==> config.mk <==
export PLATFORM = sky130hd
export DESIGN_NAME = axi_isolate_drain
export DESIGN_NICKNAME = d
export VERILOG_FILES = /design/src/rtl/axi_isolate_pkg.sv /design/src/rtl/axi_txn_counter.sv /design/src/rtl/axi_isolate_drain.sv
export SDC_FILE = /design/constraint.sdc
export NUM_CORES = 1
export LEC_CHECK = 0
export ABC_AREA = 1
export CAP_MARGIN = 20
export CELL_PAD_IN_SITES_DETAIL_PLACEMENT = 0
export CELL_PAD_IN_SITES_GLOBAL_PLACEMENT = 1
export CORE_AREA = 2 2 65 67
export DETAILED_ROUTE_END_ITERATION = 10
export DIE_AREA = 0 0 67 69
export GPL_ROUTABILITY_DRIVEN = 1
export HOLD_SLACK_MARGIN = 0.02
export PLACE_DENSITY_LB_ADDON = 0.2
export SYNTH_ARGS = -nofsm -noshare
export SYNTH_HDL_FRONTEND = slang
export SYNTH_SLANG_ARGS = --single-unit
==> constraint.sdc <==
create_clock -name clk_i -period 4 [get_ports clk_i]
set_clock_uncertainty 0.05 [all_clocks]
set_input_delay 0.8 -clock clk_i [delete_from_list [all_inputs] [get_ports clk_i]]
set_output_delay 0.8 -clock clk_i [all_outputs]
set_load 0.01 [all_outputs]
==> src/rtl/axi_isolate_pkg.sv <==
`default_nettype none
// +----------------------------------------------------------------------+
// | axi_isolate_pkg                                                      |
// | Shared state encoding and defaults for the AXI drain/isolate block.  |
// | Rev 1.0                                                              |
// +----------------------------------------------------------------------+
package axi_isolate_pkg;

    typedef enum logic [1:0] {
        ST_RUN      = 2'd0,
        ST_DRAIN    = 2'd1,
        ST_ISOLATED = 2'd2
    } state_e;

    localparam int c_MAX_TXNS_DEFAULT = 8;

endpackage
`default_nettype wire

==> src/rtl/axi_txn_counter.sv <==
`default_nettype none
// +----------------------------------------------------------------------+
// | axi_txn_counter                                                      |
// | Outstanding-transaction up/down counter with full and underflow.     |
// | Rev 1.0                                                              |
// +----------------------------------------------------------------------+
module axi_txn_counter #(
    parameter int MAX_CNT = 8,
    parameter int CNT_W   = $clog2(MAX_CNT + 1)
) (
    input  logic             clk,
    input  logic             rst,
    input  logic             i_inc,
    input  logic             i_dec,
    output logic [CNT_W-1:0] o_cnt,
    output logic             o_full,
    output logic             o_underflow
);

    localparam logic [CNT_W-1:0] c_MAX = CNT_W'(MAX_CNT);
    localparam logic [CNT_W-1:0] c_ONE = CNT_W'(1);

    logic [CNT_W-1:0] r_cnt;
    logic             w_zero;

    assign w_zero      = (r_cnt == '0);
    // A lone decrement at zero is a protocol violation; the count holds at zero.
    assign o_underflow = i_dec & ~i_inc & w_zero;
    assign o_full      = (r_cnt >= c_MAX);
    assign o_cnt       = r_cnt;

    always_ff @(posedge clk or posedge rst) begin
        if (rst) begin
            r_cnt <= '0;
        end else if (i_inc & ~i_dec) begin
            r_cnt <= r_cnt + c_ONE;
        end else if (i_dec & ~i_inc & ~w_zero) begin
            r_cnt <= r_cnt - c_ONE;
        end
    end

endmodule
`default_nettype wire

==> src/rtl/axi_isolate_drain.sv <==
`default_nettype none
// +----------------------------------------------------------------------+
// | axi_isolate_drain                                                    |
// | Blocks new AW/AR on request, drains W/B/R, then asserts isolate_o.   |
// | Rev 1.0                                                              |
// +----------------------------------------------------------------------+
module axi_isolate_drain
    import axi_isolate_pkg::*;
#(
    parameter int MAX_TXNS = c_MAX_TXNS_DEFAULT,
    parameter int CNT_W    = $clog2(MAX_TXNS + 1)
) (
    input  logic clk_i,
    input  logic rst_i,
    input  logic isolate_req_i,
    output logic isolate_o,
    output logic draining_o,
    output logic protocol_err_o,

    input  logic s_aw_valid_i,
    output logic s_aw_ready_o,
    output logic m_aw_valid_o,
    input  logic m_aw_ready_i,

    input  logic s_w_valid_i,
    input  logic s_w_last_i,
    output logic s_w_ready_o,
    output logic m_w_valid_o,
    input  logic m_w_ready_i,

    input  logic s_ar_valid_i,
    output logic s_ar_ready_o,
    output logic m_ar_valid_o,
    input  logic m_ar_ready_i,

    input  logic m_b_valid_i,
    output logic m_b_ready_o,
    output logic s_b_valid_o,
    input  logic s_b_ready_i,

    input  logic m_r_valid_i,
    input  logic m_r_last_i,
    output logic m_r_ready_o,
    output logic s_r_valid_o,
    input  logic s_r_ready_i
);

    state_e           r_state;
    logic             r_isolate;
    logic             r_draining;
    logic             r_protocol_err;
    logic             r_aw_hold;
    logic             r_ar_hold;

    logic [CNT_W-1:0] w_wr_cnt;
    logic [CNT_W-1:0] w_rd_cnt;
    logic [CNT_W-1:0] w_w_pend;
    logic             w_wr_full;
    logic             w_rd_full;
    logic             w_wp_full;
    logic             w_wr_unf;
    logic             w_rd_unf;
    logic             w_wp_unf;

    logic             w_run;
    logic             w_aw_allow;
    logic             w_ar_allow;
    logic             w_w_allow;
    logic             w_aw_hs;
    logic             w_ar_hs;
    logic             w_w_last_hs;
    logic             w_b_hs;
    logic             w_r_last_hs;
    logic             w_quiet;

    assign w_run      = (r_state == ST_RUN);
    // A held address bypasses the state check so a presented valid is never retracted.
    assign w_aw_allow = (w_run & ~w_wr_full & ~w_wp_full) | r_aw_hold;
    assign w_ar_allow = (w_run & ~w_rd_full) | r_ar_hold;
    assign w_w_allow  = (w_w_pend != '0);

    assign m_aw_valid_o = s_aw_valid_i & w_aw_allow;
    assign s_aw_ready_o = m_aw_ready_i & w_aw_allow;
    assign m_ar_valid_o = s_ar_valid_i & w_ar_allow;
    assign s_ar_ready_o = m_ar_ready_i & w_ar_allow;
    assign m_w_valid_o  = s_w_valid_i & w_w_allow;
    assign s_w_ready_o  = m_w_ready_i & w_w_allow;

    assign s_b_valid_o  = m_b_valid_i;
    assign m_b_ready_o  = s_b_ready_i;
    assign s_r_valid_o  = m_r_valid_i;
    assign m_r_ready_o  = s_r_ready_i;

    assign w_aw_hs      = m_aw_valid_o & m_aw_ready_i;
    assign w_ar_hs      = m_ar_valid_o & m_ar_ready_i;
    assign w_w_last_hs  = m_w_valid_o & m_w_ready_i & s_w_last_i;
    assign w_b_hs       = s_b_valid_o & s_b_ready_i;
    assign w_r_last_hs  = s_r_valid_o & s_r_ready_i & m_r_last_i;

    assign w_quiet = (w_wr_cnt == '0) & (w_rd_cnt == '0) & (w_w_pend == '0) &
                     ~r_aw_hold & ~r_ar_hold & ~m_b_valid_i & ~m_r_valid_i;

    axi_txn_counter #(.MAX_CNT(MAX_TXNS), .CNT_W(CNT_W)) u_wr_cnt (
        .clk        (clk_i),
        .rst        (rst_i),
        .i_inc      (w_aw_hs),
        .i_dec      (w_b_hs),
        .o_cnt      (w_wr_cnt),
        .o_full     (w_wr_full),
        .o_underflow(w_wr_unf)
    );

    axi_txn_counter #(.MAX_CNT(MAX_TXNS), .CNT_W(CNT_W)) u_rd_cnt (
        .clk        (clk_i),
        .rst        (rst_i),
        .i_inc      (w_ar_hs),
        .i_dec      (w_r_last_hs),
        .o_cnt      (w_rd_cnt),
        .o_full     (w_rd_full),
        .o_underflow(w_rd_unf)
    );

    axi_txn_counter #(.MAX_CNT(MAX_TXNS), .CNT_W(CNT_W)) u_w_pend (
        .clk        (clk_i),
        .rst        (rst_i),
        .i_inc      (w_aw_hs),
        .i_dec      (w_w_last_hs),
        .o_cnt      (w_w_pend),
        .o_full     (w_wp_full),
        .o_underflow(w_wp_unf)
    );

    always_ff @(posedge clk_i or posedge rst_i) begin
        if (rst_i) begin
            r_aw_hold      <= 1'b0;
            r_ar_hold      <= 1'b0;
            r_protocol_err <= 1'b0;
        end else begin
            if (w_aw_hs) begin
                r_aw_hold <= 1'b0;
            end else if (m_aw_valid_o) begin
                r_aw_hold <= 1'b1;
            end
            if (w_ar_hs) begin
                r_ar_hold <= 1'b0;
            end else if (m_ar_valid_o) begin
                r_ar_hold <= 1'b1;
            end
            if (w_wr_unf | w_rd_unf | w_wp_unf) begin
                r_protocol_err <= 1'b1;
            end
        end
    end

    always_ff @(posedge clk_i or posedge rst_i) begin
        if (rst_i) begin
            r_state    <= ST_RUN;
            r_isolate  <= 1'b0;
            r_draining <= 1'b0;
        end else begin
            case (r_state)
                ST_RUN: begin
                    if (isolate_req_i) begin
                        r_state    <= ST_DRAIN;
                        r_draining <= 1'b1;
                    end
                end
                ST_DRAIN: begin
                    if (!isolate_req_i) begin
                        r_state    <= ST_RUN;
                        r_draining <= 1'b0;
                    end else if (w_quiet) begin
                        r_state    <= ST_ISOLATED;
                        r_draining <= 1'b0;
                        r_isolate  <= 1'b1;
                    end
                end
                ST_ISOLATED: begin
                    if (!isolate_req_i) begin
                        r_state   <= ST_RUN;
                        r_isolate <= 1'b0;
                    end
                end
                default: begin
                    r_state    <= ST_RUN;
                    r_isolate  <= 1'b0;
                    r_draining <= 1'b0;
                end
            endcase
        end
    end

    assign isolate_o      = r_isolate;
    assign draining_o     = r_draining;
    assign protocol_err_o = r_protocol_err;

endmodule
`default_nettype wire

Word-level counts from Yosys, hierarchy flattened
Index checks and enable logic that the tools add are counted.
{"block": "totals", "reg_bits": 19, "in_bits": 15, "out_inout_bits": 13}
{"block": "op_classes", "n_lt_le_gt_ge": 3, "bitwise": 55, "reduce_logical": 13, "muxes": 23, "n_addsub": 6, "n_eq_ne": 7}
{"cell": "1-bit bitwise AND", "n": 34}
{"cell": "4-bit 2-to-1 mux", "n": 6}
{"cell": "1-bit NOT", "n": 17}
{"cell": "4-bit by 1-bit adder with 4-bit output (second input constant)", "n": 3}
{"cell": "4-bit greater-or-equal comparator (second input constant)", "n": 3}
{"cell": "4-bit zero test", "n": 3}
{"cell": "4-bit by 1-bit subtractor with 4-bit output (second input constant)", "n": 3}
{"cell": "1-bit 2-to-1 mux", "n": 10}
{"cell": "2-bit nonzero test", "n": 5}
{"cell": "2-bit 2-to-1 mux", "n": 4}
{"cell": "2-bit inequality test (second input constant)", "n": 4}
{"cell": "1-bit one-hot mux with 3 select lines", "n": 2}
{"cell": "2-bit one-hot mux with 3 select lines", "n": 1}
{"cell": "3-bit AND reduction", "n": 2}
{"cell": "1-bit OR", "n": 4}
{"cell": "4-bit AND reduction", "n": 1}
{"cell": "4-bit nonzero test", "n": 1}
{"cell": "3-bit inequality test (second input constant)", "n": 1}
{"cell": "2-bit by 1-bit == test with 1-bit output (second input constant)", "n": 1}
{"cell": "2-bit == test (second input constant)", "n": 1}
{"cell": "2-bit zero test", "n": 1}

Logic depth before layout (Yosys ltp)
Gate-level depths: netlist of the first run.
{"block": "logic_depth", "ltp_word": 12, "depth_mapped": 14, "mapped_depth_nobuf": 14}

Hierarchy
From an unflattened synthesis of the first run, not the netlist that was laid out.
{"block": "hier_totals", "cells_unflattened": 221, "area_unflattened_um2": 1545.2}
{"module": "axi_txn_counter", "seq_area_each_um2": 100.1, "instances": 3, "cells_each": 49, "area_per_inst_um2": 347.8}
{"module": "axi_isolate_drain", "seq_area_each_um2": 175.2, "instances": 1, "cells_each": 74, "area_per_inst_um2": 501.7}

Worst setup path after synthesis of the first run
Ideal clock, no wire load.
{"block": "synth_timing", "path_type": "input to register", "startpoint": "input s_ar_valid_i", "endpoint": "register u_rd_cnt.r_cnt[3], in the netlist u_rd_cnt.o_cnt[3]", "cell_stages": 11, "path_buffers": 0, "t_arrival_ns": 2.064, "setup_slack_ns": 1.769, "cell_sequence": "inv_1 nor2_2 nand3_2 ha_1 a21o_1 nor2_1 inv_1 nand4_1 nand2_1 nand2_1 nand2_1"}
{"block": "synth_via", "elab_chain_len": 6, "elab_cells_between_ends": 8, "classes_between": "1 x mux; 6 x bitwise; 1 x reduce/logical"}
{"element": "start, declared", "line": "axi_isolate_drain.sv:31", "text": "input logic s_ar_valid_i,"}
{"element": "1-bit bitwise AND *", "line": "axi_isolate_drain.sv:84", "text": "assign m_ar_valid_o = s_ar_valid_i & w_ar_allow;"}
{"element": "net m_ar_valid_o", "line": "axi_isolate_drain.sv:33", "text": "output logic m_ar_valid_o,"}
{"element": "1-bit bitwise AND *", "line": "axi_isolate_drain.sv:95", "text": "assign w_ar_hs = m_ar_valid_o & m_ar_ready_i;"}
{"element": "1-bit NOT", "line": "axi_txn_counter.sv:37", "text": "end else if (i_dec & ~i_inc & ~w_zero) begin"}
{"element": "1-bit bitwise AND (2 in a row)", "line": "axi_txn_counter.sv:37"}
{"element": "2-bit nonzero test (no line)"}
{"element": "end signal, assigned", "line": "axi_txn_counter.sv:36", "text": "r_cnt <= r_cnt + c_ONE;"}
{"element": "end signal, assigned", "line": "axi_txn_counter.sv:38", "text": "r_cnt <= r_cnt - c_ONE;"}
{"element": "end, declared", "line": "axi_txn_counter.sv:23", "text": "logic [CNT_W-1:0] r_cnt;"}
The timed path passes the listed nets; every way through them passes the cells marked *.
A chain may end at the register's enable or synchronous reset.

Worst setup path in the final report of the first run
{"block": "layout_timing", "startpoint": "input s_ar_valid_i", "endpoint": "output m_ar_valid_o"}
{"block": "layout_via", "elab_chain_len": 1}
{"element": "1-bit bitwise AND", "line": "axi_isolate_drain.sv:84"}
{"element": "end, declared", "line": "axi_isolate_drain.sv:33"}
Every way passes these cells.

==> results of run 1 <==
==> path summary, 6_finish.rpt <==
path                                                  to  cells after the start
min in group asynchronous          r_ar_hold$_DFFE_PP0P_                      2
min reg2reg                        isolate_o$_DFFE_PP0P_                      1
max in group asynchronous  u_wr_cnt.o_cnt[2]$_DFFE_PP0P_                      2
max reg2reg                u_wr_cnt.o_cnt[3]$_DFFE_PP0P_                     13
max                                         m_ar_valid_o                      4
min                                isolate_o$_DFFE_PP0P_                      1
==> state kept, by name (all words and copies together), names as in the netlist <==
| name | count |
|---|---|
| draining_o | 1 |
| r_state | 2 |
| u_wr_cnt.o_cnt | 4 |
| r_ar_hold | 1 |
| r_aw_hold | 1 |
| isolate_o | 1 |
| u_w_pend.o_cnt | 4 |
| u_rd_cnt.o_cnt | 4 |
| protocol_err_o | 1 |
==> routing by layer <==
metal,global-route usage,part of all wire,vias to the layer above
met5,0,0,-
met2,0.2024,0.46,24
met1,0.1643,0.49,520
li1,-,-,588
met4,0.05669,0.0088,0
met3,0.02284,0.038,2
==> cells in the mapped netlist <==
cell type / number
sky130_fd_sc_hd__nand2_2: 5
sky130_fd_sc_hd__nor2_1: 13
sky130_fd_sc_hd__o21bai_1: 2
sky130_fd_sc_hd__nand2_1: 33
sky130_fd_sc_hd__a21oi_1: 5
sky130_fd_sc_hd__nand3b_1: 1
sky130_fd_sc_hd__nand3_1: 15
sky130_fd_sc_hd__ha_1: 6
sky130_fd_sc_hd__o21ai_1: 2
sky130_fd_sc_hd__clkinv_2: 1
sky130_fd_sc_hd__nor2_2: 3
sky130_fd_sc_hd__o21a_1: 2
sky130_fd_sc_hd__o21ai_0: 5
sky130_fd_sc_hd__o211ai_1: 2
sky130_fd_sc_hd__nand4_1: 5
sky130_fd_sc_hd__nor3_1: 1
sky130_fd_sc_hd__a31oi_1: 1
sky130_fd_sc_hd__nand3_2: 1
sky130_fd_sc_hd__fa_1: 3
sky130_fd_sc_hd__inv_1: 32
sky130_fd_sc_hd__buf_4: 4
sky130_fd_sc_hd__dfrtp_1: 19
sky130_fd_sc_hd__a21o_1: 1
sky130_fd_sc_hd__nand2_4: 1
sky130_fd_sc_hd__xor2_1: 5
sky130_fd_sc_hd__nand3_4: 1
==> power by group <==
group	leakage, nW	switching (mW)	total [mW]	internal, mW
logic	0.586	0.270	0.487	0.217
registers	0.228	0.0679	0.331	0.263
clock network	0.0255	0.0693	0.139	0.0693
total	0.839	0.407	0.956	0.550
==> cell type report <==
| type | count | area, um^2 |
|---|---|---|
| timing repair buffer | 27 | 270.3 |
| tap | 50 | 62.56 |
| multi-input combinational | 113 | 678.2 |
| clock buffer | 3 | 41.29 |
| clock inverter | 1 | 5.005 |
| fill | 417 | 2256 |
| sequential | 19 | 475.5 |
| inverter | 33 | 125.1 |
==> stage by stage <==
stage / instance area, um^2 / instances / total power [mW] / setup slack [ns]
finish: 1658 / 246 / 0.9565 / 1.071
CTS: 1658 / 246 / 0.9701 / 1.057
floorplan: 1309 / 169 / 0.6901 / 1.769
global route: 1658 / 246 / 1.056 / 1.000
global placement: 1612 / 242 / 0.8125 / 1.064
detailed placement: 1612 / 242 / 0.8258 / 1.062
==> cell families (layout without fill, tap and decap cells) <==
kind of cell             count (synthesis)  after routing  synth area share
buffers and inverters                   37             64            0.1185
flip-flops                              19             19            0.3633
AO/OA/AOI/OAI                           20             20           0.09081
adder cells (fa/ha/maj)                  9              9            0.1033
AND/OR/NAND/NOR                         79             79            0.2906
XOR/XNOR                                 5              5           0.03346
==> worst reg2reg max path, cell delays in order, from the launching register on <==
cell	delay, ns
sky130_fd_sc_hd__dfrtp_1	0.42
sky130_fd_sc_hd__nor2_2	0.17
sky130_fd_sc_hd__nand2_2	0.10
sky130_fd_sc_hd__nand2_4	0.09
sky130_fd_sc_hd__nand4_1	0.22
sky130_fd_sc_hd__ha_1	0.41
sky130_fd_sc_hd__nand2_1	0.09
sky130_fd_sc_hd__nand2_1	0.05
sky130_fd_sc_hd__a21oi_1	0.20
sky130_fd_sc_hd__inv_1	0.09
sky130_fd_sc_hd__nand3_1	0.09
sky130_fd_sc_hd__nand3_1	0.07
sky130_fd_sc_hd__nand2_1	0.07
sky130_fd_sc_hd__inv_1	0.04
==> impl_metrics.xml, run 1 <==
<?xml version="1.0" encoding="UTF-8"?>
<metrics>
  <group name="run_status">
    <metric name="result_of_the_run" unit="">complete, no violations</metric>
  </group>
  <group name="clocking">
    <metric name="worst_skew_pair.late_latency" unit="ns">0.26</metric>
    <metric name="post_cts.resized_instances" unit="">0</metric>
    <metric name="cts_buffer_depth" unit="">2</metric>
    <metric name="cts_root_buffer" unit="">sky130_fd_sc_hd__clkbuf_8</metric>
    <metric name="h-tree-depth" unit="">1</metric>
    <metric name="clkSinkCount" unit="">19</metric>
    <metric name="postCtsHoldBufs" unit="">0</metric>
    <metric name="tritoncts_buffer_count" unit="">3</metric>
    <metric name="clock_transition_at_the_registers_of_the_reported_paths" unit="ns">0.08</metric>
    <metric name="post-cts-setup-buffer-count" unit="">0</metric>
    <metric name="tritoncts" unit="">built</metric>
  </group>
  <group name="timing">
    <metric name="worst_pin_slew" unit="ns">0.7745</metric>
    <metric name="max_freq" unit="MHz">341.5</metric>
    <metric name="timing.final.crit_share" unit="">0.7322</metric>
    <metric name="maxSlewViolCount" unit="">0</metric>
    <metric name="timing.hold.ws" unit="ns">0.4417</metric>
    <metric name="final.min_clock_period" unit="ns">2.929</metric>
    <metric name="fin_tns_setup" unit="ns">0</metric>
    <metric name="setup_viol" unit="">0</metric>
    <metric name="timing.final.hold_violations" unit="">0</metric>
    <metric name="max-slew-margin-rel" unit="">0.4831</metric>
    <metric name="rsz0062_at_grt" unit="">no</metric>
  </group>
  <group name="setup_path">
    <metric name="timing.critical_path.slowest_stage_cell" unit="">sky130_fd_sc_hd__clkdlybuf4s50_1</metric>
    <metric name="worstSetupStartpoint" unit="">s_ar_valid_i</metric>
    <metric name="worst-endpoint-arrival" unit="ns">2.08</metric>
    <metric name="r2r-start" unit="">r_state[1]$_DFFE_PP0P_</metric>
    <metric name="setup.worst_path.end_class" unit="">output pin</metric>
    <metric name="worst-path-max-fanout" unit="">3</metric>
    <metric name="cpPeakStageDelay" unit="ns">0.56</metric>
    <metric name="worst_ep_required_time" unit="ns">3.15</metric>
    <metric name="critical-path-top-cell-by-count" unit="">sky130_fd_sc_hd__clkdlybuf4s50_1</metric>
    <metric name="r2r_slack" unit="ns">1.76</metric>
    <metric name="timing.setup.critical_path_class" unit="">in2out</metric>
    <metric name="startpoint_types" unit="">input port</metric>
    <metric name="crit_chain" unit="">clkdlybuf4s50_1, inv_1, nor2_2, clkdlybuf4s50_1</metric>
    <metric name="critical_path.n_buffers_inverters" unit="">3</metric>
    <metric name="timing.critical_path.max_delay_family" unit="">buffers and inverters</metric>
  </group>
  <group name="yosys">
    <metric name="syn-instance-count" unit="">169</metric>
    <metric name="synth-seq-cells" unit="">19</metric>
    <metric name="yosys_warnings" unit="">0</metric>
    <metric name="syn-mean-instance-area" unit="um^2">7.744</metric>
    <metric name="synth_top_area_frac" unit="">0.3633</metric>
    <metric name="ys_top_cells_by_area" unit="">sky130_fd_sc_hd__dfrtp_1 36%, sky130_fd_sc_hd__nand2_1 9.5%, sky130_fd_sc_hd__inv_1 9.2%</metric>
    <metric name="syn_nets" unit="">193</metric>
    <metric name="mapped_area" unit="um^2">1309</metric>
    <metric name="synth_cell_type_count" unit="">26</metric>
    <metric name="netlist.top_cell.by_area" unit="">sky130_fd_sc_hd__dfrtp_1</metric>
    <metric name="synth-seq-area-share" unit="">0.3633</metric>
  </group>
  <group name="power">
    <metric name="irDropWorstVdd" unit="uV">201.5</metric>
    <metric name="power.leakage" unit="nW">0.8391</metric>
    <metric name="powerDensity" unit="nW/um^2">576.9</metric>
  </group>
  <group name="detailed_routing">
    <metric name="route.vias.total" unit="">1134</metric>
    <metric name="drt_drc_violations_left" unit="">0</metric>
    <metric name="routed_via_count_divided_by_cell_count" unit="">4.610</metric>
    <metric name="firstDrtPassIters" unit="">4</metric>
    <metric name="antenna_left" unit="">0</metric>
    <metric name="post_drt_wl_per_cell" unit="um">11.02</metric>
    <metric name="totalWireLength" unit="mm">2.712</metric>
    <metric name="initialDrtViolationCount" unit="">44</metric>
  </group>
  <group name="grt">
    <metric name="grt.overflow.total" unit="">0</metric>
    <metric name="grt_antenna_before_repair" unit="">0</metric>
    <metric name="first_pass_grt_wire_length" unit="mm">4.602</metric>
    <metric name="vias_in_the_first_global_route" unit="">1111</metric>
    <metric name="largest_net_degree_at_the_start_of_global_routing" unit="">20</metric>
    <metric name="globalRouteTotalUtil" unit="">0.1269</metric>
  </group>
  <group name="layout">
    <metric name="num-nets-final" unit="">221</metric>
    <metric name="syn2layout_area_growth" unit="%">26.67</metric>
    <metric name="postLayoutCoreUtil" unit="">0.4236</metric>
    <metric name="final_common_cell" unit="">sky130_fd_sc_hd__nand2_1</metric>
    <metric name="layout_common_cells" unit="">33 x sky130_fd_sc_hd__nand2_1, 32 x sky130_fd_sc_hd__inv_1, 27 x sky130_fd_sc_hd__clkdlybuf4s50_1</metric>
    <metric name="layout-drive-gt1-share" unit="">0.08163</metric>
    <metric name="num_antenna_cells" unit="">0</metric>
  </group>
  <group name="hold_path">
    <metric name="worstHoldPathType" unit="">reg2reg</metric>
    <metric name="timing.hold.worst.start" unit="">isolate_o$_DFFE_PP0P_</metric>
  </group>
  <group name="die">
    <metric name="top_level_ports" unit="">28</metric>
    <metric name="placement_rows" unit="">23</metric>
    <metric name="initial_utilization" unit="">0.3344</metric>
    <metric name="fp.dieArea" unit="um^2">4623</metric>
    <metric name="horizontal_die_dimension" unit="um">67</metric>
    <metric name="coreArea" unit="um^2">3914</metric>
    <metric name="die_h" unit="um">69</metric>
  </group>
  <group name="placed_design">
    <metric name="dp_hpwl" unit="mm">2.176</metric>
    <metric name="buffer_ports.inserted" unit="">27</metric>
    <metric name="gp_routability_congestion" unit="">0.8178</metric>
  </group>
  <group name="flow_run">
    <metric name="count_of_max_cap_constraint_violations" unit="">0</metric>
  </group>
</metrics>
No activity file was read; power rests on OpenSTA's default activity.
==> inputs of run 2 (changes only) <==
CORE_AREA = 2 2 66 68   (was 2 2 65 67)
DIE_AREA = 0 0 68 70   (was 0 0 67 69)
clock period = 2.5 ns   (was 4 ns; I/O delays follow)
==> run 2 against run 1 <==
  * Combinational power rose by 69%
  * Via count rose by 3.0%
  * Count of clock-buffer cells in the layout rose by 1
  * Utilization fell by 0.87 points
  * Sequential cell count unchanged
  * First-iteration DRC count increased by 4.5%
  * Power is 64% higher
  * Critical path type unchanged
  * Critical endpoint is now s_aw_ready_o
  * Largest power group unchanged
==> impl_metrics.xml, run 2 (synthesis gave the netlist of run 1 again) <==
<?xml version="1.0" encoding="UTF-8"?>
<metrics>
  <group name="run_status">
    <metric name="result_of_the_run" unit="">complete, no violations</metric>
  </group>
  <group name="die">
    <metric name="horizontal_die_dimension" unit="um">68</metric>
    <metric name="coreArea" unit="um^2">4144</metric>
    <metric name="die_h" unit="um">70</metric>
    <metric name="placement_rows" unit="">24</metric>
    <metric name="fp.dieArea" unit="um^2">4760</metric>
    <metric name="initial_utilization" unit="">0.3158</metric>
    <metric name="top_level_ports" unit="">28</metric>
  </group>
  <group name="timing">
    <metric name="final.setup.worst_slack" unit="ns">0.1449</metric>
    <metric name="fin_tns_setup" unit="ns">0</metric>
    <metric name="worst_pin_slew" unit="ns">0.2713</metric>
    <metric name="rsz0062_at_grt" unit="">no</metric>
    <metric name="max-slew-margin-rel" unit="">0.8191</metric>
    <metric name="timing.final.hold_violations" unit="">0</metric>
    <metric name="final.min_clock_period" unit="ns">2.355</metric>
    <metric name="maxSlewViolCount" unit="">0</metric>
    <metric name="timing.final.crit_share" unit="">0.9420</metric>
    <metric name="max_freq" unit="MHz">424.6</metric>
    <metric name="timing.hold.ws" unit="ns">0.4605</metric>
    <metric name="setup_viol" unit="">0</metric>
  </group>
  <group name="setup_path">
    <metric name="critical_path.n_buffers_inverters" unit="">3</metric>
    <metric name="critical-path-top-cell-by-count" unit="">sky130_fd_sc_hd__clkdlybuf4s50_1</metric>
    <metric name="worst-path-max-fanout" unit="">3</metric>
    <metric name="timing.critical_path.slowest_stage_cell" unit="">sky130_fd_sc_hd__clkdlybuf4s50_1</metric>
    <metric name="cpPeakStageDelay" unit="ns">0.56</metric>
    <metric name="timing.setup.critical_path_class" unit="">in2out</metric>
    <metric name="crit_chain" unit="">clkdlybuf4s50_1, inv_1, a21oi_1, clkdlybuf4s50_1</metric>
    <metric name="worst-endpoint-arrival" unit="ns">1.81</metric>
    <metric name="worst_ep_required_time" unit="ns">1.95</metric>
    <metric name="timing.critical_path.max_delay_family" unit="">buffers and inverters</metric>
    <metric name="setup.worst_path.end_class" unit="">output pin</metric>
    <metric name="startpoint_types" unit="">input port</metric>
  </group>
  <group name="detailed_routing">
    <metric name="initialDrtViolationCount" unit="">46</metric>
    <metric name="post_drt_wl_per_cell" unit="um">11.09</metric>
    <metric name="totalWireLength" unit="mm">2.839</metric>
    <metric name="antenna_left" unit="">0</metric>
    <metric name="routed_via_count_divided_by_cell_count" unit="">4.563</metric>
    <metric name="route.vias.total" unit="">1168</metric>
    <metric name="drt_drc_violations_left" unit="">0</metric>
    <metric name="firstDrtPassIters" unit="">4</metric>
  </group>
  <group name="power">
    <metric name="power.leakage" unit="nW">0.8731</metric>
    <metric name="p_sw" unit="uW">654.3</metric>
    <metric name="powerDensity" unit="nW/um^2">915.0</metric>
    <metric name="irDropWorstVdd" unit="uV">362.9</metric>
    <metric name="comb_power_share" unit="">0.523</metric>
    <metric name="net_switching_share_of_the_total_power" unit="">0.4160</metric>
    <metric name="power.share.sequential" unit="">0.340</metric>
    <metric name="p_int" unit="uW">918.7</metric>
    <metric name="clockPowerShare" unit="">0.137</metric>
  </group>
  <group name="placed_design">
    <metric name="dp_hpwl" unit="mm">2.324</metric>
    <metric name="buffer_ports.inserted" unit="">27</metric>
    <metric name="place_ws" unit="ns">0.03973</metric>
    <metric name="placed_instance_count" unit="">252</metric>
    <metric name="gp_routability_congestion" unit="">0.7846</metric>
  </group>
  <group name="clocking">
    <metric name="h-tree-depth" unit="">1</metric>
    <metric name="cts_buffer_depth" unit="">2</metric>
    <metric name="tritoncts_buffer_count" unit="">3</metric>
    <metric name="tritoncts" unit="">built</metric>
    <metric name="post_cts.resized_instances" unit="">0</metric>
    <metric name="clkSinkCount" unit="">19</metric>
    <metric name="cts_root_buffer" unit="">sky130_fd_sc_hd__clkbuf_8</metric>
    <metric name="clock_transition_at_the_registers_of_the_reported_paths" unit="ns">0.07</metric>
    <metric name="post-cts-setup-buffer-count" unit="">0</metric>
    <metric name="worst_skew_pair.late_latency" unit="ns">0.25</metric>
    <metric name="postCtsHoldBufs" unit="">0</metric>
  </group>
  <group name="grt">
    <metric name="first_pass_grt_wire_length" unit="mm">5.099</metric>
    <metric name="grt_antenna_before_repair" unit="">0</metric>
    <metric name="largest_net_degree_at_the_start_of_global_routing" unit="">20</metric>
    <metric name="grt.overflow.total" unit="">0</metric>
    <metric name="vias_in_the_first_global_route" unit="">1197</metric>
    <metric name="globalRouteTotalUtil" unit="">0.1350</metric>
  </group>
  <group name="layout">
    <metric name="num_antenna_cells" unit="">0</metric>
    <metric name="layout_common_cells" unit="">33 x sky130_fd_sc_hd__nand2_1, 32 x sky130_fd_sc_hd__inv_1, 27 x sky130_fd_sc_hd__clkdlybuf4s50_1</metric>
    <metric name="layout-drive-gt1-share" unit="">0.1127</metric>
    <metric name="fin_cells" unit="">256</metric>
    <metric name="syn2layout_area_growth" unit="%">31.36</metric>
    <metric name="final_common_cell" unit="">sky130_fd_sc_hd__nand2_1</metric>
    <metric name="num-nets-final" unit="">229</metric>
  </group>
  <group name="flow_run">
    <metric name="count_of_max_cap_constraint_violations" unit="">0</metric>
  </group>
  <group name="hold_path">
    <metric name="worstHoldPathType" unit="">reg2reg</metric>
  </group>
</metrics>
[run 2: changes by cell type in the layout (fill, tap and decap cells not counted), sizes merged]
| cell | delta |
|---|---|
| buf | +8 |
| clkbuf | +1 |
| clkinv | -1 |
[run 2: worst paths after layout]
kind / start / to / slack, ns / cells after the start
setup / recovery: m_aw_ready_i / s_aw_ready_o / 0.14 / 4
max in group asynchronous: rst_i / u_wr_cnt.o_cnt[0]$_DFFE_PP0P_ / 1.66 / 3
setup reg to reg: r_state[1]$_DFFE_PP0P_ / u_rd_cnt.o_cnt[3]$_DFFE_PP0P_ / 0.41 / 12
hold reg to reg: protocol_err_o$_DFFE_PP0P_ / protocol_err_o$_DFFE_PP0P_ / 0.46 / 2
hold / removal: protocol_err_o$_DFFE_PP0P_ / protocol_err_o$_DFFE_PP0P_ / 0.46 / 2
min in group asynchronous: rst_i / u_rd_cnt.o_cnt[0]$_DFFE_PP0P_ / 0.53 / 3
[run 2: per-stage QoR]
| stage | cell area, um^2 | power, mW | utilization |
|---|---|---|---|
| after CTS | 1719 | 1.603 | 0.4149 |
| after floorplan | 1309 | 1.104 | - |
| after global routing | 1719 | 1.762 | 0.4149 |
| final | 1719 | 1.573 | 0.4149 |
| after global placement | 1674 | 1.343 | 0.4040 |
| after detailed placement | 1674 | 1.375 | 0.4040 |
[run 2: final cells by class]
class / count / area, um^2
clock buffer: 4 / 45.04
fill: 419 / 2425
inverter: 33 / 125.1
sequential: 19 / 475.5
multi-input combinational: 113 / 678.2
tap: 52 / 65.06
timing repair buffer: 35 / 330.3
[run 2: routing by layer]
metal / vias up / wire, um / GRT usage
met1: 537 / 1317 / 0.1843
li1: 605 / - / -
met3: 2 / 149 / 0.02254
met2: 24 / 1358 / 0.2190
met4: 0 / 13 / 0.03333
met5: - / 0 / 0
[run 2: power groups by stage]
stage,Sequential (mW),Clock (mW),Combinational [mW]
finish,0.535,0.216,0.822
global route,0.557,0.240,0.965
detailed placement,0.543,0,0.831
global placement,0.539,0,0.804
CTS,0.538,0.230,0.834
floorplan,0.514,0,0.590
[run 2: tightest hold or removal path: cells and delay by family (launching register included)]
kind                   cells  cell delay [ns]
DFF                        1             0.35
AOI/OAI and AO/OA          1             0.08
buffers and inverters      1             0.04
